[src/rtl/imem_loader_pkg.sv]
// imem_loader shared types and constants.
// State encoding and word packing geometry.
package imem_loader_pkg;

  localparam int ADDR_W_DEF     = 6;
  localparam int BYTES_PER_WORD = 4;

  typedef enum logic [2:0] {
    ST_IDLE,
    ST_RECV,
    ST_WRITE,
    ST_CHECK,
    ST_DONE
  } state_e;

endpackage

[src/rtl/imem_loader_word_packer.sv]
// Byte-to-word packer for the IMEM loader.
// Big-endian insert, byte index and running XOR.
module word_packer
  import imem_loader_pkg::*;
(
  input  logic        clk_i,
  input  logic        rst_ni,
  input  logic        clear_i,
  input  logic        accept_i,
  input  logic [7:0]  byte_i,
  output logic [31:0] word_o,
  output logic [7:0]  csum_o,
  output logic        word_full_o
);

  localparam logic [1:0] LAST_IDX =
    2'(BYTES_PER_WORD - 1);

  logic [1:0]  idx_q, idx_d;
  logic [31:0] word_q, word_d;
  logic [7:0]  csum_q, csum_d;

  // Next packer contents: clear wins, else insert the accepted byte.
  always_comb begin
    idx_d  = idx_q;
    word_d = word_q;
    csum_d = csum_q;
    if (clear_i) begin
      idx_d  = '0;
      word_d = '0;
      csum_d = '0;
    end else if (accept_i) begin
      idx_d  = idx_q + 2'd1;
      csum_d = csum_q ^ byte_i;
      unique case (idx_q)
        2'd0: word_d[31:24] = byte_i;
        2'd1: word_d[23:16] = byte_i;
        2'd2: word_d[15:8]  = byte_i;
        2'd3: word_d[7:0]   = byte_i;
        default: word_d = word_q;
      endcase
    end
  end

  // Packer state register.
  always_ff @(posedge clk_i or negedge rst_ni) begin
    if (!rst_ni) begin
      idx_q  <= '0;
      word_q <= '0;
      csum_q <= '0;
    end else begin
      idx_q  <= idx_d;
      word_q <= word_d;
      csum_q <= csum_d;
    end
  end

  assign word_o      = word_q;
  assign csum_o      = csum_q;
  assign word_full_o = accept_i & ~clear_i
                     & (idx_q == LAST_IDX);

endmodule

[src/rtl/imem_loader.sv]
// Streams a program into IMEM while holding the CPU.
// Bytes -> big-endian words, trailing XOR checksum.
module imem_loader
  import imem_loader_pkg::*;
#(
  parameter int ADDR_W = ADDR_W_DEF,
  parameter int DATA_W = 32
) (
  input  logic              SYS_clk,
  input  logic              SYS_reset,
  input  logic              LD_start,
  input  logic [ADDR_W-1:0] LD_word_count,
  input  logic [7:0]        LD_byte,
  input  logic              LD_byte_valid,
  output logic              LD_byte_ready,
  output logic [ADDR_W-1:0] IMEM_address,
  output logic [DATA_W-1:0] IMEM_data,
  output logic              IMEM_wren,
  output logic              CPU_hold,
  output logic              LD_busy,
  output logic              LD_done,
  output logic              LD_error
);

  localparam logic [ADDR_W:0] FULL_CNT =
    {1'b1, {ADDR_W{1'b0}}};
  localparam logic [ADDR_W:0] ONE_LEFT =
    (ADDR_W+1)'(1);

  state_e            state_q, state_d;
  logic [ADDR_W-1:0] addr_q, addr_d;
  logic [ADDR_W:0]   left_q, left_d;
  logic              err_q, err_d;
  logic              ready;
  logic              start_acc;
  logic              recv_acc;
  logic              chk_acc;
  logic              word_full;
  logic              last_word;
  logic [31:0]       word;
  logic [7:0]        csum;

  assign start_acc = (state_q == ST_IDLE) & LD_start;
  assign recv_acc  = (state_q == ST_RECV)
                   & LD_byte_valid & ready;
  assign chk_acc   = (state_q == ST_CHECK)
                   & LD_byte_valid & ready;
  assign last_word = (left_q == ONE_LEFT);

  word_packer u_packer (
    .clk_i       (SYS_clk),
    .rst_ni      (SYS_reset),
    .clear_i     (start_acc),
    .accept_i    (recv_acc),
    .byte_i      (LD_byte),
    .word_o      (word),
    .csum_o      (csum),
    .word_full_o (word_full)
  );

  // State register.
  always_ff @(posedge SYS_clk or negedge SYS_reset) begin
    if (!SYS_reset) state_q <= ST_IDLE;
    else            state_q <= state_d;
  end

  // Next-state logic.
  always_comb begin
    state_d = state_q;
    unique case (state_q)
      ST_IDLE:  if (LD_start)  state_d = ST_RECV;
      ST_RECV:  if (word_full) state_d = ST_WRITE;
      ST_WRITE: state_d = last_word ? ST_CHECK
                                    : ST_RECV;
      ST_CHECK: if (chk_acc)   state_d = ST_DONE;
      ST_DONE:  state_d = ST_IDLE;
      default:  state_d = ST_IDLE;
    endcase
  end

  // Outputs decoded from the state register only.
  always_comb begin
    ready     = 1'b0;
    IMEM_wren = 1'b0;
    LD_done   = 1'b0;
    CPU_hold  = 1'b1;
    unique case (state_q)
      ST_IDLE:  CPU_hold  = 1'b0;
      ST_RECV:  ready     = 1'b1;
      ST_WRITE: IMEM_wren = 1'b1;
      ST_CHECK: ready     = 1'b1;
      ST_DONE:  LD_done   = 1'b1;
      default:  CPU_hold  = 1'b0;
    endcase
  end

  // Address, remaining-word and error next values.
  always_comb begin
    addr_d = addr_q;
    left_d = left_q;
    err_d  = err_q;
    if (start_acc) begin
      addr_d = '0;
      err_d  = 1'b0;
      left_d = (LD_word_count == '0) ? FULL_CNT
             : {1'b0, LD_word_count};
    end
    if (state_q == ST_WRITE) begin
      addr_d = addr_q + ADDR_W'(1);
      left_d = left_q - ONE_LEFT;
    end
    if (chk_acc && (LD_byte != csum)) err_d = 1'b1;
  end

  // Session datapath registers.
  always_ff @(posedge SYS_clk or negedge SYS_reset) begin
    if (!SYS_reset) begin
      addr_q <= '0;
      left_q <= '0;
      err_q  <= 1'b0;
    end else begin
      addr_q <= addr_d;
      left_q <= left_d;
      err_q  <= err_d;
    end
  end

  assign LD_byte_ready = ready;
  assign IMEM_address  = addr_q;
  assign IMEM_data     = word;
  assign LD_busy       = (state_q != ST_IDLE);
  assign LD_error      = err_q;

endmodule

[config.mk]
export PLATFORM = sky130hd
export DESIGN_NAME = imem_loader
export DESIGN_NICKNAME = d
export VERILOG_FILES = /design/src/rtl/imem_loader_pkg.sv /design/src/rtl/imem_loader_word_packer.sv /design/src/rtl/imem_loader.sv
export SDC_FILE = /design/constraint.sdc
export NUM_CORES = 1
export LEC_CHECK = 0
export BUFFER_PORTS_ARGS = -buffer_cell sky130_fd_sc_hd__buf_2
export CAP_MARGIN = 10
export CORE_MARGIN = 2
export CORE_UTILIZATION = 45
export DETAILED_ROUTE_END_ITERATION = 12
export PLACE_DENSITY = 0.78
export SETUP_SLACK_MARGIN = 0.4
export SLEW_MARGIN = 25
export SYNTH_ARGS = -nofsm -noshare
export SYNTH_HDL_FRONTEND = slang
export SYNTH_HIERARCHICAL = 1
export SYNTH_SLANG_ARGS = --single-unit
[constraint.sdc]
create_clock -name SYS_clk -period 3.7 [get_ports SYS_clk]
set_input_delay 0.74 -clock SYS_clk [delete_from_list [all_inputs] [get_ports SYS_clk]]
set_output_delay 0.74 -clock SYS_clk [all_outputs]
set_load 0.02 [all_outputs]
==> results of run 1 <==
## logic make-up (layout without fill, tap and decap cells)
logic type,after synthesis,count (layout),share of synthesized area (%)
XOR/XNOR,9,9,2.60
flip-flops,59,59,48.8
multiplexers,33,33,10.9
adder cells (fa/ha/maj),7,7,2.89
buffers and inverters,20,87,4.09
AO/OA/AOI/OAI,41,41,11.0
AND/OR/NAND/NOR,102,102,19.8
## power groups by stage
| stage | Sequential, mW | Combinational, mW | Clock, mW |
|---|---|---|---|
| 6_report | 1.09 | 1.21 | 0.613 |
| 3_5_place_dp | 1.09 | 1.21 | 0 |
| 2_1_floorplan | 1.21 | 0.771 | 0 |
| 4_1_cts | 1.09 | 1.22 | 0.625 |
| 5_1_grt | 1.12 | 1.32 | 0.655 |
| 3_3_place_gp | 1.09 | 1.18 | 0 |
## through the flow
stage | util [%] | power, mW | instance area (sq um) | worst slack [ns]
floorplan | - | 1.98 | 3030 | 1.64
global placement | 52.3 | 2.26 | 3360 | 1.10
detailed placement | 52.3 | 2.30 | 3360 | 1.01
CTS | 55.6 | 2.93 | 3570 | 1.18
global route | 55.6 | 3.10 | 3570 | 0.911
finish | 55.6 | 2.91 | 3570 | 1.18
## cell usage in the layout, fill, tap and decap left out, types with 2 or more instances in the layout
master / instances
buf_2: 61
dfrtp_1: 59
nand2b_1: 41
mux2i_1: 33
nand2_1: 14
clkbuf_8: 12
nor2_1: 11
xnor2_1: 9
nand3b_1: 8
a21oi_2: 8
o21ai_0: 7
ha_1: 7
a21bo_1: 7
nand3_1: 6
inv_1: 5
o211ai_1: 5
nand4_1: 4
o311ai_0: 3
buf_4: 3
nand2_2: 3
nor3b_1: 2
or3_1: 2
a221o_1: 2
a21oi_1: 2
clkinv_2: 2
## path summary, 6_finish.rpt
check / from / endpoint / slack (ns) / cells after the start
min in group SYS_clk: LD_error / LD_error / 0.51 / 2
setup / recovery: state_q[2] / u_packer/word_o[4] / 1.18 / 6
hold / removal: SYS_reset / u_packer/word_o[9] / 0.42 / 1
max in group asynchronous: SYS_reset / IMEM_address[4] / 2.41 / 2
hold reg to reg: LD_error / LD_error / 0.51 / 2
setup reg to reg: state_q[2] / u_packer/word_o[4] / 1.18 / 6
## cell type report
type,count,area [sq um]
fillers,551,2850
well taps,77,96.3
inverters,7,26.3
repair buffers,64,328
flip-flops and latches,59,1480
clock inverters,4,47.5
clock buffers,12,165
multi-input cells,192,1430
## state kept, by name, indices dropped and copies added (netlist names)
name             count
u_packer/word_o     32
left_q               7
u_packer/idx_q       2
u_packer/csum_o      8
state_q              3
IMEM_address         6
LD_error             1
## layer usage
layer | GRT usage (%) | vias to the layer above | wire (um)
met1 | 26.4 | 1059 | 3260
li1 | - | 1062 | -
met3 | 3.46 | 7 | 241
met5 | 0 | - | 0
met4 | 9.52 | 0 | 118
met2 | 27.6 | 54 | 2800
==> impl_metrics.json, run 1 <==
{
  "clk_latency_ns": 0.33,
  "synth_common_cells": "59 x dfrtp_1, 41 x nand2b_1, 33 x mux2i_1",
  "die_x_um": 86.0,
  "worst_path_largest_cell_delay_ns": 0.63,
  "grt.total_usage_pct": 18.7,
  "run_status": "finished, final reports clean",
  "wl_per_cell_um": 15.5,
  "syn_inst": 271,
  "ctsHoldBuffers": 0,
  "synth_area_sq_um": 3030,
  "core_area_sq_um": 6420,
  "syn_to_final_growth_pct": 18.0,
  "p_sw_mw": 1.15,
  "synth.most_common_cell": "dfrtp_1",
  "cts_buffers": 9,
  "netlist.area_leader.share_pct": 48.8,
  "clockBufferDepth": 2,
  "setup_violations": 0,
  "yosys_warnings": 6,
  "drive_gt1_share_pct": 29.0,
  "internal-power_mw": 1.76,
  "worstPathRequired_ns": 3.95,
  "ys_types": 44,
  "async_flop_share_pct": 100,
  "synth.avg_cell_area_sq_um": 11.2,
  "max_cap_viol_count": 0,
  "fmax_ghz": 0.397,
  "die_area_sq_um": 7400,
  "end_kind": "flop",
  "fin_crit_sh_pct": 68.1,
  "post-cts-setup-buffer-count": 0,
  "grt_pass1_vias": 2190,
  "vdd_drop_max_v": 0.000458,
  "worstPathArrival_ns": 2.77,
  "ys_ff_latch": 59,
  "overflow": 0,
  "critPathBufInv": 2,
  "hold_viol": 0,
  "fin_tns_setup_ns": 0,
  "path_clk_slew_ns": 0.07,
  "cts_max_level": 3,
  "p_per_area_nw_per_um2": 815,
  "post-route-drc-count": 0,
  "critPathMaxFanout": 30,
  "row_count": 29,
  "layout.nets": 358,
  "critPathLaunchType": "flop",
  "p_sw_share_pct": 39.6,
  "portBuffers": 61,
  "min_period_ns": 2.52,
  "cts_sinks": 59,
  "seqPwrFrac_pct": 37.3,
  "via_per_inst": 5.26,
  "grt_pass1_wl_mm": 10.6,
  "layout.cells.non_filler": 415,
  "ys_dominant_reg_cell": "dfrtp_1",
  "p_comb_share_pct": 41.6,
  "clock_power_share_pct": 21.1,
  "ctsResizeCount": 0,
  "place_inst": 399,
  "firstDrtPassIters": 4,
  "initialDrtViolationCount": 180,
  "maxSlewViolCount": 0,
  "antenna_found_initial": 0,
  "place_hpwl_mm": 4.53,
  "worst_pin_slew_ns": 0.679,
  "crit_slowest_cell": "clkinv_1",
  "cts_tree": "built",
  "cts-root-buf": "clkbuf_8",
  "gp_routability_congestion": 0.823,
  "rsz0062_at_grt": "false",
  "synth_area_leaders": "dfrtp_1 49%, mux2i_1 11%, nand2b_1 8.5%",
  "wl_mm": 6.42,
  "ioPinCount": 62,
  "slew_headroom_pct": 54.5,
  "syn_nets": 296,
  "power.leakage_nw": 1.85,
  "path_class": "reg -> reg",
  "seq_area_frac_synth_pct": 48.8,
  "antenna_left": 0,
  "floorplan.initialDensity_pct": 47.1,
  "via_count": 2182,
  "diodes": 0,
  "die_h_um": 86.0,
  "grt_max_degree": 34,
  "synth_area_leader_cell": "dfrtp_1",
  "hold_class": "in -> async",
  "hold_slack_ns": 0.417,
  "crit_family": "buffers and inverters",
  "synth_edf_count": 0,
  "crit_chain": "nor3_1 -> nand2_1 -> clkinv_1 -> buf_4 -> nand2b_1 -> mux2i_1",
  "fin_worst_skew_ns": 0.00987
}
Power figures use the tool's default switching activity.
==> inputs of run 2 (changes only) <==
Settings changed: ABC_AREA set to 1.
Clock period 3.7 ns to 2.4 ns, I/O delays scaled along.
==> run 2 against run 1 <==
Worst setup slack got worse by 0.71 ns. Largest power group unchanged. Wire length increased by 12%. Critical path type is now reg -> out. First-iteration DRC count increased by 15%. Count of clock-buffer cells in the layout decreased by 1. Combinational power up 85%.
==> impl_metrics.json, run 2 <==
{
  "ys_types": 32,
  "setup_violations": 0,
  "layout.nets": 473,
  "wl_per_cell_um": 13.6,
  "end_kind": "output port",
  "worstPathRequired_ns": 1.92,
  "place_hpwl_mm": 5.11,
  "synth_area_sq_um": 3000,
  "fin_tns_setup_ns": 0,
  "min_period_ns": 1.93,
  "initialDrtViolationCount": 207,
  "p_sw_share_pct": 44.1,
  "hold_slack_ns": 0.142,
  "vdd_drop_max_v": 0.000707,
  "wl_mm": 7.18,
  "synth_area_leader_cell": "dfrtp_1",
  "via_count": 2743,
  "hold_viol": 0,
  "cts_buffers": 9,
  "rsz0062_at_grt": "true",
  "critPathMaxFanout": 13,
  "die_x_um": 85.7,
  "synth.most_common_cell": "nand2_1",
  "slew_headroom_pct": 60.9,
  "ys_ff_latch": 59,
  "cts_sinks": 59,
  "fin_crit_sh_pct": 80.6,
  "ys_dominant_reg_cell": "dfrtp_1",
  "grt_pass1_wl_mm": 12.2,
  "clock_power_share_pct": 19.4,
  "cts_tree": "built",
  "fin_worst_skew_ns": 0.00996,
  "die_h_um": 85.7,
  "final_cell_mix": "127 x nand2_1, 61 x buf_2, 59 x dfrtp_1",
  "maxSlewViolCount": 0,
  "core_area_sq_um": 6390,
  "synth_area_leaders": "dfrtp_1 49%, nand2_1 16%, nand3_1 8.8%",
  "critPathLaunchType": "flop",
  "antenna_left": 0,
  "synth.avg_cell_area_sq_um": 7.94,
  "p_per_area_nw_per_um2": 1380,
  "via_per_inst": 5.18,
  "final_common_cell": "nand2_1",
  "seqPwrFrac_pct": 35.3,
  "drive_gt1_share_pct": 22.7,
  "post-route-drc-count": 0,
  "synth_common_cells": "128 x nand2_1, 59 x dfrtp_1, 53 x nand3_1",
  "gp_routability_congestion": 0.901,
  "crit_start": "state_q[0]",
  "cts-root-buf": "clkbuf_8",
  "portBuffers": 61,
  "diodes": 0,
  "cts_max_level": 3,
  "largest_reg_flops": 32,
  "fillerInstances": 588,
  "r2r_start": "state_q[1]",
  "p_sw_mw": 2.18,
  "ctsHoldBuffers": 0,
  "clockBufferDepth": 2,
  "die_area_sq_um": 7340,
  "worst_pin_slew_ns": 0.587,
  "yosys_warnings": 6,
  "syn_nets": 403,
  "grt_pass1_vias": 2655,
  "clk_latency_ns": 0.34,
  "path_clk_slew_ns": 0.07,
  "overflow": 0,
  "fmax_ghz": 0.517,
  "power.leakage_nw": 2.02,
  "internal-power_mw": 2.77,
  "async_flop_share_pct": 100,
  "syn_to_final_growth_pct": 19.8,
  "grt.total_usage_pct": 21.2,
  "synth_edf_count": 0,
  "worstPathArrival_ns": 1.45,
  "path_class": "reg -> out",
  "run_status": "finished, final reports clean",
  "antenna_found_initial": 0,
  "floorplan.initialDensity_pct": 47.0,
  "seq_area_frac_synth_pct": 49.2,
  "p_comb_share_pct": 45.3,
  "hold_class": "in -> async",
  "max_cap_viol_count": 0,
  "row_count": 29,
  "netlist.area_leader.share_pct": 49.2,
  "firstDrtPassIters": 4,
  "ioPinCount": 62,
  "grt_max_degree": 47,
  "syn_inst": 378
}
## run 2: cell types whose count changed after synthesis, sizes merged, moves of 4 or more
| cell | delta |
|---|---|
| nand2 | +115 |
| nand3 | +50 |
| nand2b | -41 |
| inv | +33 |
| mux2i | -33 |
| nor2 | +26 |
| a21bo | -8 |
| nand3b | -8 |
| xnor2 | -5 |
| o21ai | +4 |
## run 2: cell type report
cell class | instances | area (sq um) | area share [%]
sequential | 59 | 1480 | 41.0
multi-input combinational | 271 | 1290 | 36.0
timing repair buffer | 68 | 358 | 9.95
inverter | 39 | 163 | 4.52
clock buffer | 11 | 131 | 3.65
tap | 77 | 96.3 | 2.68
clock inverter | 5 | 77.6 | 2.16
## run 2: per-stage QoR
step	worst slack [ns]	total power [mW]	std cells	utilization, %	area, sq um
floorplan	0.676	3.32	378	-	3000
global placement	0.570	3.85	510	52.3	3340
detailed placement	0.494	3.94	510	52.3	3340
CTS	0.415	4.92	526	55.6	3550
global route	0.364	5.34	530	56.3	3600
finish	0.466	4.95	530	56.3	3600
## run 2: worst paths after layout
path	to	slack, ns	cells past startpoint
worst max-delay path	CPU_hold	0.47	6
worst min-delay path	left_q[5]	0.14	1
worst max register to register	state_q[0]	0.54	8
worst min register to register	LD_error	0.48	2
max in group asynchronous	u_packer/word_o[19]	1.58	2
min in group SYS_clk	left_q[3]	0.39	3
## run 2: logic make-up after synthesis
logic type,share of synthesized area (%)
simple gates,33.6
flops,49.2
buf+inv,7.75
compound gates,5.13
fa+ha+maj,2.92
xor+xnor,1.46
## run 2: power by group through the flow
stage	Combinational, mW	Clock (mW)	Sequential, mW
3_3_place_gp	2.11	0	1.75
3_5_place_dp	2.18	0	1.76
6_report	2.24	0.962	1.75
2_1_floorplan	1.30	0	2.03
5_1_grt	2.52	1.03	1.80
4_1_cts	2.20	0.977	1.75
## run 2: layer usage
metal  part of all wire [%]  wire (um)  global-route usage [%]
met5                      0          0                       0
met4                    1.4         97                    6.64
met3                    6.7        483                    6.74
met2                     48       3480                    33.9
met1                     43       3120                    27.5
## run 2: repair_timing
item,4_1_cts,5_1_grt
pin swaps,0,1
gates resized for setup,1,6
endpoints found under the hold margin,0,0
setup endpoints to repair,1,4
buffers inserted,0,4
## run 2: critical path: stages (launching register included)
cell and delay (ns):
dfrtp_1 0.43, nor2_4 0.21, nand2_4 0.12, inv_8 0.11, nor2_1 0.05, nand2_1 0.05
buf_2 0.15
==> inputs of run 3 (changes only) <==
Clock period 2.4 ns to 1.9 ns, I/O delays scaled along.
==> run 3 against run 2 <==
Critical path depth down 2. Clock power up 35%. Count of clock-buffer cells in the layout down 2. Wire length up 20%. Die area unchanged. Register-to-register slack worse by 0.32 ns.
==> impl_metrics.json, run 3 (synthesized netlist as in run 2, its figures left out) <==
{
  "pre_cts_ws_ns": 0.120,
  "path_clk_slew_ns": 0.07,
  "drive_gt1_share_pct": 38.0,
  "hold_slack_ns": 0.281,
  "worstPathArrival_ns": 1.32,
  "worst_path_largest_cell_delay_ns": 0.44,
  "ioPinCount": 62,
  "firstDrtPassIters": 5,
  "cts_sinks": 59,
  "setup_slack_ns": 0.196,
  "core_area_sq_um": 6390,
  "p_per_area_nw_per_um2": 1750,
  "p_comb_share_pct": 52.1,
  "crit_slowest_cell": "dfrtp_2",
  "met2_length_mm": 4.23,
  "place_hpwl_mm": 5.01,
  "wl_mm": 8.62,
  "reg2reg_depth": 10,
  "met3RoutedLength_um": 583,
  "syn_to_final_growth_pct": 40.4,
  "crit_chain": "nor2_4 -> buf_4 -> nand2_1 -> buf_2",
  "vdd_drop_max_v": 0.00113,
  "wl_met1_mm": 3.55,
  "cts-root-buf": "clkbuf_8",
  "grt_pass1_wl_mm": 12.5,
  "place_inst": 511,
  "largest_reg_flops": 32,
  "setup_violations": 0,
  "worst_pin_slew_ns": 0.402,
  "grt.total_usage_pct": 21.9,
  "power.leakage_nw": 2.26,
  "via_per_inst": 5.40,
  "row_count": 29,
  "clockBufferDepth": 2,
  "clock_power_share_pct": 17.7,
  "die_x_um": 85.7,
  "overflow": 0,
  "hold_class": "in -> reg",
  "via_count": 2957,
  "antenna_found_initial": 0,
  "max_cap_viol_count": 0,
  "die_h_um": 85.7,
  "maxSlewViolCount": 0,
  "layout.cells.non_filler": 548,
  "path_class": "reg -> out",
  "gp_routability_congestion": 0.817,
  "fin_crit_sh_pct": 89.7,
  "cts_tree": "built",
  "highest-signal-layer": "met4",
  "portBuffers": 61,
  "fin_worst_skew_ns": 0.0109,
  "diodes": 0,
  "fillerInstances": 487,
  "floorplan.initialDensity_pct": 47.0,
  "critPathMaxFanout": 3,
  "final_cell_mix": "90 x nand2_1, 58 x buf_2, 56 x dfrtp_1",
  "cts_max_level": 3,
  "grt_max_degree": 51,
  "p_sw_share_pct": 46.2,
  "internal-power_mw": 3.97,
  "die_area_sq_um": 7340,
  "layout.nets": 491,
  "hold_depth": 3,
  "fin_tns_setup_ns": 0,
  "cts_buffers": 9,
  "hold_viol": 0,
  "antenna_left": 0,
  "post-route-util_pct": 66.0,
  "p_sw_mw": 3.41,
  "min_period_ns": 1.70,
  "final_common_cell": "nand2_1",
  "seqPwrFrac_pct": 30.2,
  "clk_latency_ns": 0.35,
  "critPathLaunchType": "flop",
  "worstPathRequired_ns": 1.52,
  "wl_per_cell_um": 15.7,
  "run_status": "finished, final reports clean",
  "slew_headroom_pct": 73.2,
  "initialDrtViolationCount": 229,
  "rsz0062_at_grt": "true",
  "end_kind": "output port",
  "fmax_ghz": 0.587,
  "post-route-drc-count": 0,
  "grt_pass1_vias": 2553
}
-- run 3: cell count changes in the layout (fill, tap and decap cells not counted), sizes merged, moves of 2 or more --
| cell | before | now |
|---|---|---|
| clkinvlp | 1 | 3 |
| inv | 38 | 40 |
| clkinv | 3 | 1 |
| nand2 | 133 | 136 |
| clkbuf | 11 | 9 |
| buf | 68 | 82 |
-- run 3: critical path: cells and delay by family (launching register included) --
family	cells	cell delay (ns)
flip-flops	1	0.44
buffers and inverters	2	0.32
AND/OR/NAND/NOR	2	0.22
-- run 3: power by group through the flow --
stage	Sequential (mW)	Clock [mW]	Combinational (mW)
finish	2.23	1.30	3.84
global route	2.29	1.38	4.16
CTS	2.20	1.31	3.24
detailed placement	2.21	0	2.80
global placement	2.20	0	2.72
floorplan	2.56	0	1.67
-- run 3: routing by layer --
layer | track usage (%) | up-vias
met1 | 29.6 | 1425
met2 | 34.6 | 120
met4 | 9.52 | 0
met3 | 4.14 | 25
li1 | - | 1387
met5 | 0 | -
-- run 3: final timing paths --
check / start / to / slack, ns
max in group asynchronous: SYS_reset / u_packer/csum_o[1] / 0.90
min in group asynchronous: SYS_reset / left_q[4] / 0.44
worst min-delay path: LD_word_count[3] / left_q[3] / 0.28
worst min register to register: LD_error / LD_error / 0.50
worst max-delay path: state_q[0] / LD_busy / 0.20
worst max register to register: state_q[0] / state_q[0] / 0.22
-- run 3: metrics by stage --
step / area, sq um / power [mW]
5_1_grt: 4210 / 7.83
4_1_cts: 3880 / 6.75
2_1_floorplan: 3010 / 4.23
3_3_place_gp: 3370 / 4.92
6_report: 4210 / 7.38
3_5_place_dp: 3370 / 5.01
-- run 3: timing repair --
action	CTS	global route
pin swaps	6	21
endpoints found under the hold margin	9	0
buffers inserted	12	5
hold buffers	1	0
gates resized for setup	48	65
endpoints found under the setup margin	49	49
cloned	0	3
-- run 3: final cells by class --
| type | instances | area (sq um) | area share (%) |
|---|---|---|---|
| clock buffers | 9 | 124 | 2.94 |
| well taps | 77 | 96.3 | 2.29 |
| clock inverters | 7 | 100 | 2.38 |
| inverters | 39 | 176 | 4.19 |
| flip-flops and latches | 59 | 1480 | 35.1 |
| multi-input cells | 274 | 1660 | 39.5 |
| repair buffers | 83 | 573 | 13.6 |
